<file path="src/rtl/matvec_pkg.sv">
// Shared types for the matrix-vector scheduler: fp32 word type and FSM states.
package matvec_pkg;

  localparam int FP_W = 32;

  typedef logic [FP_W-1:0] fp32_t;

  typedef enum logic [2:0] {
    IDLE   = 3'd0,
    FETCH  = 3'd1,
    LOAD   = 3'd2,
    ISSUE  = 3'd3,
    WAIT_Z = 3'd4,
    EMIT   = 3'd5,
    DONE   = 3'd6
  } state_t;

endpackage

</file>
<file path="src/rtl/matvec_scheduler.sv">
// matvec_scheduler: drives one shared inner_product unit row by row to form
// y = W*x. x is latched on start, each W row is read from a synchronous
// weight memory, issued as an operand pair, and the scalar result is handed
// downstream tagged with its row index.
// Optional feature: define MATVEC_PERF_EN to add the perf_cycles busy-cycle
// counter output.
module matvec_scheduler
  import matvec_pkg::*;
#(
  parameter int N  = 4,
  parameter int M  = 4,
  parameter int AW = ($clog2(M) > 1) ? $clog2(M) : 1
) (
  input  logic              clk,
  input  logic              rst,
  input  logic              start,
  input  logic [N*FP_W-1:0] x,
  output logic              busy,
  output logic              done,
  output logic              w_rd,
  output logic [AW-1:0]     w_addr,
  input  logic [N*FP_W-1:0] w_data,
  output logic [N*FP_W-1:0] ip_a,
  output logic [N*FP_W-1:0] ip_b,
  output logic              ip_a_stb,
  output logic              ip_b_stb,
  input  logic              ip_a_ack,
  input  logic              ip_b_ack,
  input  fp32_t             ip_z,
  input  logic              ip_z_stb,
  output logic              ip_z_ack,
  output fp32_t             y,
  output logic [AW-1:0]     y_idx,
  output logic              y_stb,
  input  logic              y_ack
`ifdef MATVEC_PERF_EN
  ,
  output logic [31:0]       perf_cycles
`endif
);

  state_t            r_state;
  state_t            w_next;
  logic [N*FP_W-1:0] r_x;
  logic [N*FP_W-1:0] r_row_data;
  fp32_t             r_z;
  logic [AW-1:0]     r_row;
  logic              r_a_sent;
  logic              r_b_sent;

  logic              w_last;
  logic              w_a_xfer;
  logic              w_b_xfer;

  // Row bookkeeping and per-operand transfer detection in ISSUE
  assign w_last   = (r_row == AW'(M - 1));
  assign w_a_xfer = (r_state == ISSUE) && !r_a_sent && ip_a_ack;
  assign w_b_xfer = (r_state == ISSUE) && !r_b_sent && ip_b_ack;

  // Operands and results are passed straight from their holding registers
  assign ip_a   = r_x;
  assign ip_b   = r_row_data;
  assign y      = r_z;
  assign y_idx  = r_row;
  assign w_addr = (r_state == FETCH) ? r_row : '0;

  // State register; reset aborts any job in flight
  always_ff @(posedge clk or negedge rst) begin
    if (!rst) r_state <= IDLE;
    else      r_state <= w_next;
  end

  // Next-state and Moore outputs
  always_comb begin
    w_next   = r_state;
    busy     = 1'b1;
    done     = 1'b0;
    w_rd     = 1'b0;
    ip_a_stb = 1'b0;
    ip_b_stb = 1'b0;
    ip_z_ack = 1'b0;
    y_stb    = 1'b0;
    case (r_state)
      IDLE: begin
        busy = 1'b0;
        if (start) w_next = FETCH;
      end
      FETCH: begin
        w_rd   = 1'b1;
        w_next = LOAD;
      end
      LOAD: w_next = ISSUE;
      ISSUE: begin
        // Each strobe falls on its own once its operand has been taken
        ip_a_stb = !r_a_sent;
        ip_b_stb = !r_b_sent;
        if ((r_a_sent || w_a_xfer) && (r_b_sent || w_b_xfer)) w_next = WAIT_Z;
      end
      WAIT_Z: begin
        ip_z_ack = 1'b1;
        if (ip_z_stb) w_next = EMIT;
      end
      EMIT: begin
        y_stb = 1'b1;
        if (y_ack) w_next = w_last ? DONE : FETCH;
      end
      DONE: begin
        done   = 1'b1;
        w_next = IDLE;
      end
      default: begin
        busy   = 1'b0;
        w_next = IDLE;
      end
    endcase
  end

  // Job data: latched x, current row, issue flags and captured result
  always_ff @(posedge clk or negedge rst) begin
    if (!rst) begin
      r_x        <= '0;
      r_row_data <= '0;
      r_z        <= '0;
      r_row      <= '0;
      r_a_sent   <= 1'b0;
      r_b_sent   <= 1'b0;
    end else begin
      case (r_state)
        IDLE: begin
          if (start) begin
            r_x   <= x;
            r_row <= '0;
          end
        end
        LOAD: begin
          r_row_data <= w_data;
          r_a_sent   <= 1'b0;
          r_b_sent   <= 1'b0;
        end
        ISSUE: begin
          if (w_a_xfer) r_a_sent <= 1'b1;
          if (w_b_xfer) r_b_sent <= 1'b1;
        end
        WAIT_Z: begin
          if (ip_z_stb) r_z <= ip_z;
        end
        EMIT: begin
          if (y_ack && !w_last) r_row <= r_row + AW'(1);
        end
        default: ;
      endcase
    end
  end

`ifdef MATVEC_PERF_EN
  logic [31:0] r_perf;

  // Busy-cycle counter: cleared on accepted start, saturating, held after done
  always_ff @(posedge clk or negedge rst) begin
    if (!rst) begin
      r_perf <= '0;
    end else if (r_state == IDLE) begin
      if (start) r_perf <= '0;
    end else if (r_perf != 32'hFFFF_FFFF) begin
      r_perf <= r_perf + 32'd1;
    end
  end

  assign perf_cycles = r_perf;
`endif

endmodule

</file>
<file path="config.mk">
export PLATFORM = sky130hd
export DESIGN_NAME = matvec_scheduler
export DESIGN_NICKNAME = d
export VERILOG_FILES = /design/src/rtl/matvec_pkg.sv /design/src/rtl/matvec_scheduler.sv
export SDC_FILE = /design/constraint.sdc
export NUM_CORES = 1
export LEC_CHECK = 0
export CAP_MARGIN = 5
export CORE_AREA = 2 2 230 232
export DETAILED_ROUTE_END_ITERATION = 8
export DIE_AREA = 0 0 232 234
export GPL_ROUTABILITY_DRIVEN = 0
export HOLD_SLACK_MARGIN = 0.08
export PLACE_DENSITY = 0.56
export REMOVE_ABC_BUFFERS = 1
export SLEW_MARGIN = 20
export SYNTH_ARGS = -nofsm -noshare
export SYNTH_HDL_FRONTEND = slang
export SYNTH_SLANG_ARGS = --single-unit
</file>
<file path="constraint.sdc">
create_clock -name clk -period 2.4 [get_ports clk]
set_clock_uncertainty 0.05 [all_clocks]
set_input_delay 0.72 -clock clk [delete_from_list [all_inputs] [get_ports clk]]
set_output_delay 0.72 -clock clk [all_outputs]
set_load 0.1 [all_outputs]
</file>
# After elaboration in Yosys (flattened, before gate mapping)
# Cells that the tools add are included.
# word_totals
reg_bits,295
output_inout_bits,299
word_cells,64
# op_classes
add_sub_neg,1
n_eq_ne,14
muxes,21
n_reduce_logical,21
# ops
op,n
$pmux W3 S6,1
$mux W3,5
$ne A2 B2 Y1 const B,6
$eq A3 B3 Y1 const B,3
$mux W1,9
$reduce_and A2 Y1,4
$eq A3 B2 Y1 const B,2
$logic_and A1 B1 Y1,6
$mux W2,3
$reduce_or A6 Y1,1
$pmux W1 S2,2
$pmux W2 S2,1
$reduce_and A4 Y1,1
$reduce_bool A2 Y1,2
$eq A3 B1 Y1 const B,1
$logic_not A1 Y1,3
$logic_not A3 Y1,1
$reduce_and A3 Y1,1
$add A2 B1 Y2 const B,1
$eq A2 B2 Y1 const B,1
$logic_or A1 B1 Y1,2
$ne A2 B1 Y1 const B,1

# Logic depth before layout (Yosys ltp)
# Gate-level depths: netlist of run 1.
# depth
word_depth,7
mapped_depth,6
ltp_nobuf,4

# Worst setup path after synthesis of run 1
# No wires, ideal clock.
# synth_timing
path_kind,reg2out
start,reg r_state[2]
end,out w_addr[0]
t_arrival_ns,3.839
required_time_ns,1.630
setup_slack_ns,-2.209
path_stages_with_launch,4
n_path_buf,1
cell_sequence,dfrtp_1 buf_2 nor3b_1 and2_1
# synth_between
elab_chain_len,2
# synth_rtl
item,line,source
"start, declared",matvec_scheduler.sv:42,state_t r_state;
"start signal, assigned",matvec_scheduler.sv:70,else r_state <= w_next;
$eq A3 B1 Y1,matvec_scheduler.sv:65,assign w_addr = (r_state == FETCH) ? r_row : '0;
$mux W2,matvec_scheduler.sv:65,
"end, declared",matvec_scheduler.sv:21,"output logic [AW-1:0] w_addr,"
# No other way between the ends.

# Final worst setup path of run 1
# layout_timing
start,reg r_state[1]
end,out w_addr[0]
# The elaborated chain is that of the path after synthesis.

==> results of run 1 <==
cell usage in the layout (no fill, tap or decap), types with 2 or more instances in the layout:
master	netlist	layout
a21oi_1	3	3
a311oi_1	2	2
and2_1	4	2
and2_4	0	2
buf_12	0	25
buf_4	15	316
bufinv_16	0	3
clkbuf_1	1	8
clkbuf_16	0	37
clkbuf_8	0	5
clkdlybuf4s50_1	0	293
clkinv_2	0	6
dfrtp_1	295	292
dfrtp_2	0	3
inv_1	3	2
mux2_1	10	10
mux2_2	278	278
nand2_1	5	5
nor2_1	10	6
nor2_2	0	4
nor2b_1	3	2
o21ai_0	2	2
o22ai_1	2	2
flip-flops by register name, summed over array words and instances (netlist names):
| name | count |
|---|---|
| ip_a | 128 |
| ip_b | 128 |
| y | 32 |
| r_state | 3 |
| y_idx | 2 |
| r_a_sent | 1 |
| r_b_sent | 1 |
stage by stage:
stage               instances  area [µm²]  hold WS [ns]  setup TNS, ns  utilization (%)
floorplan                 632       10900         0.374        -924.43                -
global placement         1949       17600         0.420          -5.25             33.7
detailed placement       1949       17600         0.426          -7.26             33.7
CTS                      2016       18800         0.438         -0.409             36.1
global route             2017       18800         0.460         -0.830             36.2
finish                   2018       18800         0.434        -0.0679             36.2
worst max-delay path, cell delays in order, from the launching register on:
cell     delay, ns
dfrtp_2       0.44
nor3b_2       0.23
buf_4         0.16
and2_4        0.15
buf_12        0.17
kinds of logic (layout without fill, tap and decap cells):
| group | after synthesis | after routing |
|---|---|---|
| simple gates | 31 | 31 |
| flops | 295 | 295 |
| other cells | 0 | 1 |
| buf+inv | 39 | 700 |
| compound gates | 14 | 14 |
| mux | 288 | 288 |
| fa+ha+maj | 1 | 1 |
cells in the mapped netlist, drive strengths merged (3+ instances only):
cell type  number
nand2           5
and2            4
a21oi           3
inv             3
buf            34
nor2           10
mux2          288
dfrtp         295
nor2b           3
repair_timing:
action,in CTS,in global routing
resized for setup,13,2
setup buffers,6,1
pin swaps,2,0
hold buffers,1,0
hold endpoints to repair,24,0
endpoints found under the setup margin,9,9
final cells by class:
cell class              instances  area (µm²)
clock inverters                10         129
flip-flops and latches        295        7390
diodes                          1        2.50
inverters                       3        11.3
fillers                      5084       33200
repair buffers                637        5840
clock buffers                  50        1020
well taps                     688         861
multi-input cells             334        3570
path summary, 6_finish.rpt:
kind                             from         to  slack [ns]  cells past startpoint
min in group asynchronous         rst   ip_a[65]        0.64                      2
hold reg to reg                  y[7]       y[7]        0.43                      1
setup / recovery           r_state[1]  w_addr[0]       -0.03                      4
setup reg to reg           r_state[1]   ip_a[38]        0.38                      6
max in group asynchronous         rst   ip_b[67]        0.91                      4
hold / removal                   y[7]       y[7]        0.43                      1
per-layer routing:
| metal | share of wire, % | up-vias | routed length [µm] | track usage [%] |
|---|---|---|---|---|
| met3 | 9.1 | 54 | 3250 | 4.64 |
| li1 | - | 3643 | - | - |
| met4 | 2.5 | 0 | 882 | 4.25 |
| met1 | 37 | 3966 | 13300 | 13.9 |
| met2 | 51 | 359 | 18100 | 22.0 |
| met5 | 0 | - | 0 | 0 |
==> metrics.md, run 1 <==
| Metric | Value |
|---|---|
| Die span in y | `234 µm` |
| Number of global-route vias before repair | `8346` |
| Post-synth EDFFs | `0` |
| Async set-or-reset flop fraction in the synthesized netlist | `100%` |
| Layout cells sized above 1 | `52.0%` |
| Yosys reg bits | `roughly 300` |
| Syn Area/Cell | `16.8 µm²` |
| Via count | `approximately 8000` |
| Die Area | `0.0543 mm²` |
| GRT overflow | `0` |
| Die width | `between 200 and 250 µm` |
| Row count | `84` |
| Post-synth top area share | `between 60% and 70%` |
| CTS root buf | `clkbuf_16` |
| Post-Synthesis Cells | `~670` |
| TritonRoute pass-1 iters | `4` |
| Status | `complete, but fails checks` |
| DR iter-0 viols | `181` |
| First-pass GRT wire length | `51900 µm` |
| Pin count of the biggest net entering global routing | `54` |
| Final Cycle Share | `101%` |
| Placed wire-length estimate | `27100 µm` |
| Mux cell area share after synthesis | `around 29%` |
| CTS tree | `built` |
| Max Fclk | `411 MHz` |
| Routed WL | `35500 µm` |
| Max clock buf depth | `3` |
| Total GRT Usage | `between 10 and 15%` |
| Post-route DRC | `0` |
| Core area | `0.0520 mm²` |
| Final setup fails | `5` |
| Num CTS Buffers | `36` |
| Critical path fanouts, max | `6` |
| Routed Antenna Nets | `0` |
| Clock transition at path regs | `0.05 ns` |
| Initial Utilization | `a little over a fifth` |
| Simple-gate share of the synthesized area | `between 1.5 and 2%` |
| Hold Vio Cnt, Final | `0` |
| Sequential fraction of the synthesis area | `65.8%` |
| Ys flop type | `dfrtp_1` |
| DP Worst Slack | `-0.104 ns` |
| Synth area leaders | `dfrtp_1 66%, mux2_2 28%, buf_6 1.2%` |
| Clk_lat worst skew | `0.53 ns` |
| Adder-cell area share of the yosys netlist | `less than 1%` |
| Synth Area in XOR/XNOR | `0%` |
| Complex-gate fraction of the synthesized area | `less than 1%` |
| Post-Syn Area | `0.0112 mm²` |
| Worst-Margin Slew | `0.366 ns` |
| Synth cell types | `32` |
| Slew headroom | `75.6%` |
| Layout Nets | `about 1600` |
| HP Class | `reg2reg` |
| Main combinational cell family by area after synthesis | `multiplexers` |
| Critical path capture point type | `output pin` |
| Violated checks | `negative setup slack` |
| Period minus WS final | `2.43 ns` |
| Clock sink total | `295` |
| Final worst slack | `-0.0330 ns` |
| Vias per cell | `3.98` |
| Initial antenna violation count | `0` |
| Max capacitance violation total | `0` |
| Post-DR wirelength/cell | `17.6 µm` |
| Setup crit start kind | `flop` |
| Critical path class | `reg2out` |
| Port Buffers | `between 500 and 600` |
| Crit path required time | `1.63 ns` |
| Synth-to-layout area growth | `67.8%` |
| Area leader, netlist | `dfrtp_1` |
| RSZ-0062 raised after global routing | `true` |
| WP data arrival | `1.66 ns` |
| Ports | `594` |
| Slew Viols, Final | `0` |
| Yosys warning count | `0` |
| H-tree levels | `2` |
Power of run 1 is left out: the tool's default activity adds up to more than one toggle a clock period on the data nets, which glitch-free logic cannot reach.
==> run 2: changes to the inputs <==
Settings changed: TNS_END_PERCENT set to 1.
==> run 2 against run 1 <==
- the run still ends with negative setup slack left
- routed wire length hardly changed
- fmax hardly changed
- clock-buffer cell count stayed put
- cell area hardly changed
- hold slack stayed put
- critical path type unchanged
==> metrics.md, run 2 (synthesis gave the netlist of run 1 again) <==
| Metric | Value |
|---|---|
| Violated checks | `negative setup slack` |
| Vias per cell | `3.97 (about the same)` |
| Clock transition at path regs | `0.05 ns (about the same)` |
| Critical path capture point type | `output pin` |
| Worst-Margin Slew | `0.367 ns (+0.00104 ns)` |
| GRT overflow | `0 (unchanged)` |
| Layout Nets | `1600 (-0.19%)` |
| Min Hold Slack | `0.434 ns (unchanged)` |
| Initial antenna violation count | `0 (unchanged)` |
| Fin Setup TNS | `-0.0726 ns (-0.00467 ns)` |
| Most frequent cells in the layout | `314 x buf_4, 293 x clkdlybuf4s50_1, 292 x dfrtp_1` |
| Ports | `594 (unchanged)` |
| Slew Viols, Final | `0 (unchanged)` |
| Fill count | `5083 (-0.020%)` |
| Finished Core Util | `36.1% (about the same)` |
| Final Cycle Share | `101% (about the same)` |
| Slew headroom | `75.5% (about the same)` |
| Core area | `0.0520 mm² (unchanged)` |
| Post-route DRC | `0 (unchanged)` |
| Max capacitance violation total | `0 (unchanged)` |
| Layout cells sized above 1 | `52.0% (about the same)` |
| WP data arrival | `1.66 ns (about the same)` |
| Top layer reached by signal wires | `met4` |
| Num CTS Buffers | `36 (unchanged)` |
| Hold Vio Cnt, Final | `0 (unchanged)` |
| Die span in y | `234 µm (unchanged)` |
| Initial Utilization | `21.6% (unchanged)` |
| Via count | `8009 (-0.16%)` |
| Slowest cell delay on critical path | `0.46 ns (+0.02 ns)` |
| Synth-to-layout area growth | `67.6% (about the same)` |
| Worst path bufs/invs | `2 (unchanged)` |
| Clk_lat worst skew | `0.53 ns (about the same)` |
| Number of global-route vias before repair | `8320 (-0.31%)` |
| Reg2reg setup slack | `0.38 ns (about the same)` |
| TritonRoute pass-1 iters | `4 (unchanged)` |
| Period minus WS final | `2.43 ns (-0.00136 ns)` |
| Critical path class | `reg2out` |
| Final setup fails | `4 (-1)` |
| Die Area | `0.0543 mm² (unchanged)` |
| Final worst slack | `-0.0317 ns (+0.00136 ns)` |
| Leading cell type in the layout, fill and taps excluded | `buf_4` |
| Multi-input gate area | `0.00357 mm² (+0.21%)` |
| Critical path fanouts, max | `6 (unchanged)` |
| Metal3 WL | `3210 µm (-1.0%)` |
| CP Cell Sequence | `nor3b_2, buf_4, and2_4, buf_12` |
| DR WL met2 | `18000 µm (-0.19%)` |
| Post-DR wirelength/cell | `17.6 µm (+0.13%)` |
| Setup crit start kind | `flop` |
| Register Area | `0.00739 mm² (unchanged)` |
| H-tree levels | `2 (unchanged)` |
| Die width | `232 µm (unchanged)` |
| Crit path required time | `1.63 ns (about the same)` |
| Pin count of the biggest net entering global routing | `54 (unchanged)` |
| Status | `complete, but fails checks` |
| CP max stage cell | `dfrtp_2` |
| Max clock buf depth | `3 (unchanged)` |
| CTS root buf | `clkbuf_16` |
| First-pass GRT wire length | `51800 µm (-0.16%)` |
| Top Family by Delay on Critical Path | `flip-flops` |
| Total GRT Usage | `12.5% (-0.016 points)` |
| DR iter-0 viols | `182 (+0.55%)` |
| Max Fclk | `411 MHz (about the same)` |
| Placed wire-length estimate | `27100 µm (unchanged)` |
| Routed WL | `35500 µm (about the same)` |
| Clock sink total | `295 (unchanged)` |
| Port Buffers | `593 (unchanged)` |
| Routed Antenna Nets | `0 (unchanged)` |
| Row count | `84 (unchanged)` |
| WL met1 | `13300 µm (+0.45%)` |
| CTS tree | `built` |
| RSZ-0062 raised after global routing | `true` |
| HP Class | `reg2reg` |
-- run 2: changes by cell type in the layout (fill, tap and decap cells not counted) --
cell / delta
buf_4: -2
buf_6: -1
nand2_1: -1
nand2_2: +1
nor2b_2: -1
nor2b_4: +1
-- run 2: layout make-up --
type / instances / share of cell area [%]
diodes: 1 / 0.0133
clock inverters: 10 / 0.685
repair buffers: 634 / 30.9
clock buffers: 50 / 5.45
inverters: 3 / 0.0599
flip-flops and latches: 295 / 39.3
well taps: 688 / 4.58
multi-input cells: 334 / 19.0
-- run 2: layer usage --
layer  up-vias  GRT usage, %
met4         0          4.25
met2       356          21.9
met3        55          4.64
li1       3636             -
met1      3962          13.9
met5         -             0
-- run 2: path summary, 6_finish.rpt --
| path | from | end | cells after the start |
|---|---|---|---|
| worst min register to register | y[7] | y[7] | 1 |
| worst max register to register | r_state[1] | ip_a[38] | 6 |
| worst min-delay path | y[7] | y[7] | 1 |
| max in group asynchronous | rst | ip_b[67] | 4 |
| min in group asynchronous | rst | ip_a[65] | 2 |
| worst max-delay path | r_state[2] | w_addr[0] | 4 |
-- run 2: per-stage QoR --
stage | instance area, µm² | cells | worst slack (ns)
after floorplan | 10900 | 632 | -4.03
after global placement | 17600 | 1949 | -0.0809
after detailed placement | 17600 | 1949 | -0.104
after CTS | 18800 | 2014 | -0.0816
after global routing | 18800 | 2014 | -0.129
final | 18800 | 2015 | -0.0317
-- run 2: what timing repair did --
item / CTS / global route
pin swaps: 2 / 1
hold buffers: 1 / 0
gates resized for setup: 14 / 2
endpoints found under the setup margin: 9 / 8
buffers inserted: 4 / 0
hold endpoints to repair: 24 / 0
Power of run 2 is left out for the same reason.
==> run 3: changes to the inputs <==
--- a/config.mk
+++ b/config.mk
@@ -11,5 +11,5 @@
 export DIE_AREA = 0 0 232 234
 export GPL_ROUTABILITY_DRIVEN = 0
-export HOLD_SLACK_MARGIN = 0.08
+export HOLD_SLACK_MARGIN = 0.15
 export PLACE_DENSITY = 0.56
 export REMOVE_ABC_BUFFERS = 1
@@ -18,3 +18,2 @@
 export SYNTH_HDL_FRONTEND = slang
 export SYNTH_SLANG_ARGS = --single-unit
-export TNS_END_PERCENT = 1
==> constraint.sdc (replaced) <==
create_clock -name clk -period 2.4 [get_ports clk]
set_clock_uncertainty 0.05 [all_clocks]
set_input_delay 0.48 -clock clk [delete_from_list [all_inputs] [get_ports clk]]
set_output_delay 0.48 -clock clk [all_outputs]
set_load 0.1 [all_outputs]
==> run 3 against run 2 <==
- the run now ends clean
- routed wire length is 1.2% lower
- via count is 0.42% higher
- fmax is 7.5% higher
- flip-flop and latch count stayed put
- cell area is 0.48% lower
- die area stayed put
- utilization is 0.17 points lower
- critical path depth stayed put
- register-to-register slack worse by 0.07 ns
- first-iteration DRC count is 23% higher
- clock-buffer cell count is 6 higher
- hold slack better by 0.0013 ns
- critical path type unchanged
- critical endpoint unchanged
==> metrics.md, run 3 (synthesis gave the netlist of run 1 again) <==
| Metric | Value |
|---|---|
| Synth-to-layout area growth | `66.8%` |
| Post-route DRC | `0 (unchanged)` |
| Fin Setup TNS | `0 ns (+0.0726 ns)` |
| Critical path class | `reg2out` |
| GRT overflow | `0 (unchanged)` |
| R2R depth | `6 (unchanged)` |
| Hold endpoint | `ip_b[124]` |
| Core area | `0.0520 mm² (unchanged)` |
| Antenna cell count | `0 (-1)` |
| Total GRT Usage | `12.3% (-0.18 points)` |
| Max capacitance violation total | `0 (unchanged)` |
| Number of global-route vias before repair | `8577 (+3.1%)` |
| Die span in y | `234 µm (unchanged)` |
| Clk_lat worst skew | `0.52 ns (about the same)` |
| Worst reg2reg path endpoint | `ip_a[118]` |
| Leading cell type in the layout, fill and taps excluded | `buf_4` |
| Hold Vio Cnt, Final | `0 (unchanged)` |
| RSZ-0062 raised after global routing | `false` |
| Fin area | `0.0187 mm² (-0.48%)` |
| Port Buffers | `593 (unchanged)` |
| Critical path fanouts, max | `7 (+1)` |
| CTS tree | `built` |
| Critical path capture point type | `output pin` |
| Final setup fails | `0 (-4)` |
| Pin count of the biggest net entering global routing | `59 (+9.3%)` |
| Ports | `594 (unchanged)` |
| Die width | `232 µm (unchanged)` |
| Clock sink total | `295 (unchanged)` |
| Reg2reg setup slack | `0.31 ns (-0.07 ns)` |
| Die Area | `0.0543 mm² (unchanged)` |
| Fill count | `5032 (-1.0%)` |
| Initial antenna violation count | `0 (unchanged)` |
| Layout cells sized above 1 | `51.0% (-0.98 points)` |
| Max Fclk | `442 MHz (+7.5%)` |
| Max clock buf depth | `3 (unchanged)` |
| Placed cells | `1944 (-0.26%)` |
| Post-DR wirelength/cell | `17.4 µm (-1.1%)` |
| CTS root buf | `clkbuf_16` |
| Initial Utilization | `21.6% (unchanged)` |
| Vias per cell | `3.99 (+0.47%)` |
| First-pass GRT wire length | `51300 µm (-1.0%)` |
| Via count | `8043 (+0.42%)` |
| Placed wire-length estimate | `26900 µm (-0.79%)` |
| Routed WL | `35000 µm (-1.2%)` |
| Finished Layout Cells | `2014 (-0.050%)` |
| HP Class | `reg2reg` |
| Period minus WS final | `2.26 ns (-0.170 ns)` |
| Status | `complete, no violations` |
| Setup crit start kind | `flop` |
| Clock transition at path regs | `0.05 ns (about the same)` |
| Worst-Margin Slew | `0.494 ns (+0.127 ns)` |
| FF-to-FF Start | `r_state[1]` |
| Row count | `84 (unchanged)` |
| H-tree levels | `2 (unchanged)` |
| TritonRoute pass-1 iters | `4 (unchanged)` |
| Routed Antenna Nets | `0 (unchanged)` |
| Slew Viols, Final | `0 (unchanged)` |
| Hold Path Depth | `1 (unchanged)` |
| DR iter-0 viols | `223 (+23%)` |
| Num CTS Buffers | `36 (unchanged)` |
| Hold_sp | `ip_b[124]` |
| Crit path required time | `1.87 ns (+0.24 ns)` |
| Layout Nets | `1599 (-0.063%)` |
| Placed cell area | `0.0175 mm² (-0.43%)` |
| WP data arrival | `1.73 ns (+0.07 ns)` |
| Slew headroom | `67.1% (-8.5 points)` |
| Final Cycle Share | `94.2% (-7.1 points)` |
| Most frequent cells in the layout | `316 x buf_4, 293 x clkdlybuf4s50_1, 292 x dfrtp_1` |
run 3: timing repair:
action | in CTS | in global routing
resized for setup | 5 | 0
pin swaps | 0 | 1
buffers inserted | 5 | 3
hold buffers | 1 | 0
hold endpoints to repair | 44 | 0
setup endpoints to repair | 7 | 3
run 3: metal layers:
layer | global-route usage (%) | routed length [µm] | part of all wire, %
met2 | 22.1 | 18400 | 52
met1 | 13.5 | 12800 | 37
met4 | 3.79 | 734 | 2.1
met3 | 4.33 | 3110 | 8.9
met5 | 0 | 0 | 0
run 3: worst max path at each step:
stage	startpoint	end	slack, ns	cells after the start
finish	r_state[2]	w_addr[0]	0.14	4
floorplan	r_state[1]	ip_b[0]	-4.03	3
CTS	r_state[1]	w_addr[0]	0.03	4
global placement	start	ip_a[51]	0.15	4
detailed placement	start	ip_a[2]	0.14	4
global route	r_state[2]	w_addr[0]	0.01	4
run 3: area by class of cell:
| class | instances | area (µm²) | area share, % |
|---|---|---|---|
| Sequential cell | 295 | 7390 | 39.5 |
| Clock buffer | 56 | 1080 | 5.76 |
| Clock inverter | 5 | 77.6 | 0.415 |
| Multi-Input combinational cell | 334 | 3550 | 18.9 |
| Inverter | 3 | 11.3 | 0.0602 |
| Tap cell | 688 | 861 | 4.60 |
| Timing Repair Buffer | 633 | 5760 | 30.8 |
run 3: per-stage QoR:
stage	hold slack [ns]	worst slack [ns]	utilization, %
global route	0.457	0.0126	36.0
CTS	0.429	0.0322	35.9
finish	0.435	0.138	36.0
floorplan	0.134	-4.03	-
detailed placement	0.409	0.138	33.6
global placement	0.404	0.152	33.6
run 3: worst max-delay path, stage by stage, from the launching register on:
cell and delay, ns:
dfrtp_2 0.47, nor3b_2 0.22, buf_4 0.17, and2_1 0.17, buf_12 0.18
Power of run 3 is left out for the same reason.
